[config.mk]
export PLATFORM = sky130hd
export DESIGN_NAME = fifo_word_unpacker
export DESIGN_NICKNAME = d
export VERILOG_FILES = /design/src/rtl/fifo_word_unpacker_pkg.sv /design/src/rtl/fifo_word_unpacker.sv
export SDC_FILE = /design/constraint.sdc
export NUM_CORES = 1
export LEC_CHECK = 0
export CAP_MARGIN = 0
export CORE_MARGIN = 2
export CORE_UTILIZATION = 51
export DETAILED_ROUTE_END_ITERATION = 8
export GPL_TIMING_DRIVEN = 0
export PLACE_DENSITY = 0.84
export SYNTH_ARGS = -nofsm -noshare
export SYNTH_HDL_FRONTEND = slang
export SYNTH_SLANG_ARGS = --single-unit
[constraint.sdc]
create_clock -name clk -period 4.8 [get_ports clk]
set_clock_uncertainty 0.15 [all_clocks]
set_input_delay 0.96 -clock clk [delete_from_list [all_inputs] [get_ports clk]]
set_output_delay 0.96 -clock clk [all_outputs]
set_load 0.02 [all_outputs]
[src/rtl/fifo_word_unpacker_pkg.sv]
// Shared constants and types for the fifo word unpacker: fifo word width,
// lane-counter sizing helper and the two-state holding FSM encoding.
package fifo_word_unpacker_pkg;

   localparam int FIFO_DATA_W = 64;
   localparam int DEF_LANE_W  = 16;

   // Counter width for n lanes, never narrower than one bit so RATIO==1 still elaborates.
   function automatic int clog2_min1(input int n);
      return (n <= 2) ? 1 : $clog2(n);
   endfunction

   localparam int DEF_RATIO = FIFO_DATA_W / DEF_LANE_W;

   typedef logic [clog2_min1(DEF_RATIO)-1:0] lane_cnt_t;

   typedef enum logic {
      ST_EMPTY = 1'b0,
      ST_HOLD  = 1'b1
   } unpack_state_t;

endpackage

[src/rtl/fifo_word_unpacker.sv]
// Pops one wide word from a first-word-fall-through fifo and emits it as
// RATIO narrower lanes, LSB lane first, with valid/ready backpressure.
module fifo_word_unpacker
   import fifo_word_unpacker_pkg::*;
#(
   parameter int IN_WIDTH  = FIFO_DATA_W,
   parameter int OUT_WIDTH = DEF_LANE_W
) (
   input  logic                 clk,
   input  logic                 rst,
   input  logic                 fifo_empty,
   input  logic [IN_WIDTH-1:0]  data_out,
   output logic                 r_ready,
   input  logic                 flush,
   output logic                 out_valid,
   input  logic                 out_ready,
   output logic [OUT_WIDTH-1:0] out_data,
   output logic                 out_last,
   output logic [15:0]          words_done
);

   localparam int RATIO = IN_WIDTH / OUT_WIDTH;
   localparam int CNT_W = clog2_min1(RATIO);
   localparam logic [CNT_W-1:0] LAST_LANE = CNT_W'(RATIO - 1);

   generate
      if (IN_WIDTH % OUT_WIDTH != 0) begin : g_width_check
         $error("fifo_word_unpacker: IN_WIDTH must be a multiple of OUT_WIDTH");
      end
   endgenerate

   unpack_state_t        state_reg, state_next;
   logic [CNT_W-1:0]     lane_reg, lane_next;
   logic [IN_WIDTH-1:0]  word_reg, word_next;
   logic [15:0]          words_done_reg, words_done_next;

   logic held;
   logic last_lane;
   logic accept;
   logic drain;

   assign held      = (state_reg == ST_HOLD);
   assign last_lane = (lane_reg == LAST_LANE);
   assign accept    = held & out_ready;
   assign drain     = accept & last_lane;

   // Popping on the drain cycle refills the holding register with no bubble.
   assign r_ready = ~flush & ~fifo_empty & (~held | drain);

   assign out_valid  = held;
   assign out_last   = held & last_lane;
   assign out_data   = word_reg[int'(lane_reg)*OUT_WIDTH +: OUT_WIDTH];
   assign words_done = words_done_reg;

   always_comb begin
      state_next      = state_reg;
      lane_next       = lane_reg;
      word_next       = word_reg;
      words_done_next = words_done_reg;
      if (flush) begin
         state_next = ST_EMPTY;
         lane_next  = '0;
      end else begin
         case (state_reg)
            ST_EMPTY: begin
               if (r_ready) begin
                  word_next  = data_out;
                  lane_next  = '0;
                  state_next = ST_HOLD;
               end
            end
            ST_HOLD: begin
               if (accept && !last_lane) begin
                  lane_next = lane_reg + CNT_W'(1);
               end else if (drain) begin
                  words_done_next = words_done_reg + 16'd1;
                  lane_next       = '0;
                  if (r_ready) begin
                     word_next = data_out;
                  end else begin
                     state_next = ST_EMPTY;
                  end
               end
            end
            default: state_next = ST_EMPTY;
         endcase
      end
   end

   always_ff @(posedge clk or posedge rst) begin
      if (rst) begin
         state_reg      <= ST_EMPTY;
         lane_reg       <= '0;
         word_reg       <= '0;
         words_done_reg <= '0;
      end else begin
         state_reg      <= state_next;
         lane_reg       <= lane_next;
         word_reg       <= word_next;
         words_done_reg <= words_done_next;
      end
   end

endmodule

==> impl_metrics.env <==
export IMPL_io_pins=104
export IMPL_via_per_inst=5.29
export IMPL_timing_critical_path_fanout_max=10
export IMPL_final_design_area_no_fill_um2=5040
export IMPL_floorplan_initialDensity=0.529
export IMPL_outcome="completed"
export IMPL_clkSinkCount=83
export IMPL_max_cap_violations=0
export IMPL_routed_via_count=2401
export IMPL_min_delay_path_class="register to register"
export IMPL_cts_root_to_sink_buffers=2
export IMPL_die_x_um=88.2
export IMPL_area_of_combinational_cells_with_multiple_inputs_um2=1470
export IMPL_place_area_um2=4800
export IMPL_cp_arrival_ps=2920
export IMPL_worst_path_max_delay_cell="clkdlybuf4s50_1"
export IMPL_power_leakage_uw=0.00211
export IMPL_globalRouteOverflowTotal=0
export IMPL_placedCellCount=439
export IMPL_wirelength_mm=8.32
export IMPL_fin_cells=454
export IMPL_slowest_delay_ps=540
export IMPL_postCtsSetupRepairBufs=0
export IMPL_antenna_cells=0
export IMPL_grt_antenna_before_repair=0
export IMPL_grt_pass1_wl_mm=12.8
export IMPL_setup_worst_path_start_class="input pin"
export IMPL_crit_path_end_kind="primary output"
export IMPL_globalplace_congestion=0.782
export IMPL_grt_use_total=0.226
export IMPL_yosys_register_bits=83
export IMPL_clk_pin_slew_ps=80
export IMPL_slew_viol_final=0
export IMPL_power_density_normalized_to_cell_area_nw_per_um2=360
export IMPL_syn_avg_cell_area_um2=15.1
export IMPL_final_routed_drc_violation_total=0
export IMPL_yosysSeqAreaShare=0.574
export IMPL_netlist_instances=239
export IMPL_final_period_minus_worst_setup_slack_ps=4030
export IMPL_grt_setup_unrepaired="no"
export IMPL_timing_final_hold_violations=0
export IMPL_timing_critical_path_mode_cell="nand2_1"
export IMPL_ctsResizeCount=0
export IMPL_numCtsBuffers=9
export IMPL_timing_critical_path_cells="clkdlybuf4s50_1 -> nand2_1 -> nand2_1 -> nand2_1 -> buf_2 -> buf_2 -> inv_1 -> clkdlybuf4s50_1"
export IMPL_clock_insertion_delay_worst_skew_ps=350
export IMPL_cp_top_family="buffers and inverters"
export IMPL_count_of_buffer_and_inverter_cells_on_the_critical_path=5
export IMPL_ys_warn_count=0
export IMPL_max_freq_mhz=248
export IMPL_worstSetupPathType="input pin to primary output"
export IMPL_die_area_um2=7780
export IMPL_grt_start_max_net_pins=67
export IMPL_routedWlPerCell_um=18.3
export IMPL_placementRows=30
export IMPL_totalNegativeSetupSlack_ps=0
export IMPL_holdWs_ps=339
export IMPL_finish_net_count=425
export IMPL_required_ps=3690
export IMPL_final_fill_count=473
export IMPL_yosysUniqueCellTypes=25
export IMPL_route_antenna_remaining_nets=0
export IMPL_mappedNetlistArea_um2=3620
export IMPL_detailed_place_hpwl_mm=6.00
export IMPL_cts_max_level=3
export IMPL_post_route_cells_drive_above_1_share=0.307
export IMPL_setup_violations_final=0
export IMPL_cts_root_buf="clkbuf_8"
export IMPL_largest_register_ff_count=64
export IMPL_syn_to_final_growth_pct=39.3
export IMPL_count_of_tritonroute_iterations_in_the_first_routing_pass=4
export IMPL_holdBufCountCts=0
export IMPL_tightestPinTransition_ps=709
export IMPL_period_share=0.840
export IMPL_die_height_um=88.2
export IMPL_drt_iter0_markers=132
export IMPL_max_slew_margin_rel=0.527
export IMPL_clock_tree_from_tritoncts="built"
export IMPL_synth_net_count=310
export IMPL_power_ir_vdd_worst_mv=0.199
export IMPL_numPortBuffers=103
export IMPL_sequential_area_um2=2080
export IMPL_core_area_um2=6830
export IMPL_first_global_vias=2561
-- layer usage --
metal | share of wire | up-vias | GRT usage
li1 | - | 1087 | -
met1 | 0.40 | 1226 | 0.271
met2 | 0.54 | 80 | 0.405
met3 | 0.045 | 8 | 0.0457
met4 | 0.013 | 0 | 0.0785
met5 | 0 | - | 0
-- cell type report --
cell class / count / share of cell area
well taps: 96 / 0.0238
clock inverters: 4 / 0.0196
clock buffers: 11 / 0.0281
inverters: 4 / 0.00348
repair buffers: 104 / 0.210
flip-flops and latches: 83 / 0.412
plain buffers: 11 / 0.0107
multi-input cells: 141 / 0.292
-- placed cells by master (no fill, tap or decap), drive strengths merged --
master and n:
nor3 1, or2 1, buf 12, a22oi 1
inv 4, and4 1, xor2 5, clkbuf 11
or4 1, xnor2 10, nor3b 1, mux2 64
dfrtp 83, mux4 16, nor4 1, nand2 15
clkdlybuf4s50 103, and2 1, bufinv 3, mux2i 1
a21oi 2, clkinv 1, and3 2, ha 2
nand3 1, nand4b 2, nor2 10, nand4 3
-- cell families (layout without fill, tap and decap cells) --
kind of cell	count (synthesis)	in the layout	share of synthesized area
AOI/OAI and AO/OA	3	3	0.00484
xor gates and xnor gates	15	15	0.0363
adders and majority gates	2	2	0.00692
buffers and inverters	15	134	0.0190
DFF	83	83	0.574
muxes	81	81	0.302
and+or+nand+nor	40	40	0.0571
-- power breakdown --
part / leakage, uW / internal [uW] / switching (uW)
combinational: 0.000980 / 226 / 134
sequential: 0.00101 / 802 / 53.4
clock: 0.000120 / 358 / 241
total: 0.00211 / 1390 / 428
-- synthesized netlist by cell type, drive strengths merged --
cell type  count  area (um^2)
inv            4         15.0
nand2         15         56.3
mux4          16          360
nand4          3         18.8
buf           11         53.8
or4            1         11.3
or2            1         6.26
dfrtp         83         2080
nor3           1         5.00
a22oi          1         7.51
xor2           5         43.8
nor4           1         12.5
nand3          1         5.00
xnor2         10         87.6
ha             2         25.0
nor3b          1         7.51
mux2i          1         10.0
and2           1         7.51
a21oi          2         10.0
mux2          64          721
nand4b         2         17.5
and3           2         12.5
and4           1         8.76
nor2          10         37.5
-- through the flow --
| step | total power [uW] | setup WS (ps) | utilization |
|---|---|---|---|
| after global placement | 1210 | 262 | 0.698 |
| final | 1810 | 768 | 0.738 |
| after global routing | 1890 | 677 | 0.738 |
| after detailed placement | 1230 | 820 | 0.702 |
| after CTS | 1830 | 786 | 0.738 |
| after floorplan | 1060 | 1550 | - |
-- path summary, 6_finish.rpt --
kind | from | to | slack (ps) | depth (start not counted)
max | out_ready | r_ready | 770 | 8
min | words_done[13] | words_done[13] | 340 | 1
max reg2reg | lane_reg[0] | word_reg[44] | 2560 | 7
min reg2reg | words_done[13] | words_done[13] | 340 | 1
max in group asynchronous | rst | word_reg[42] | 3160 | 3
min in group asynchronous | rst | words_done[13] | 750 | 2
No activity file was read; power rests on OpenSTA's default activity.
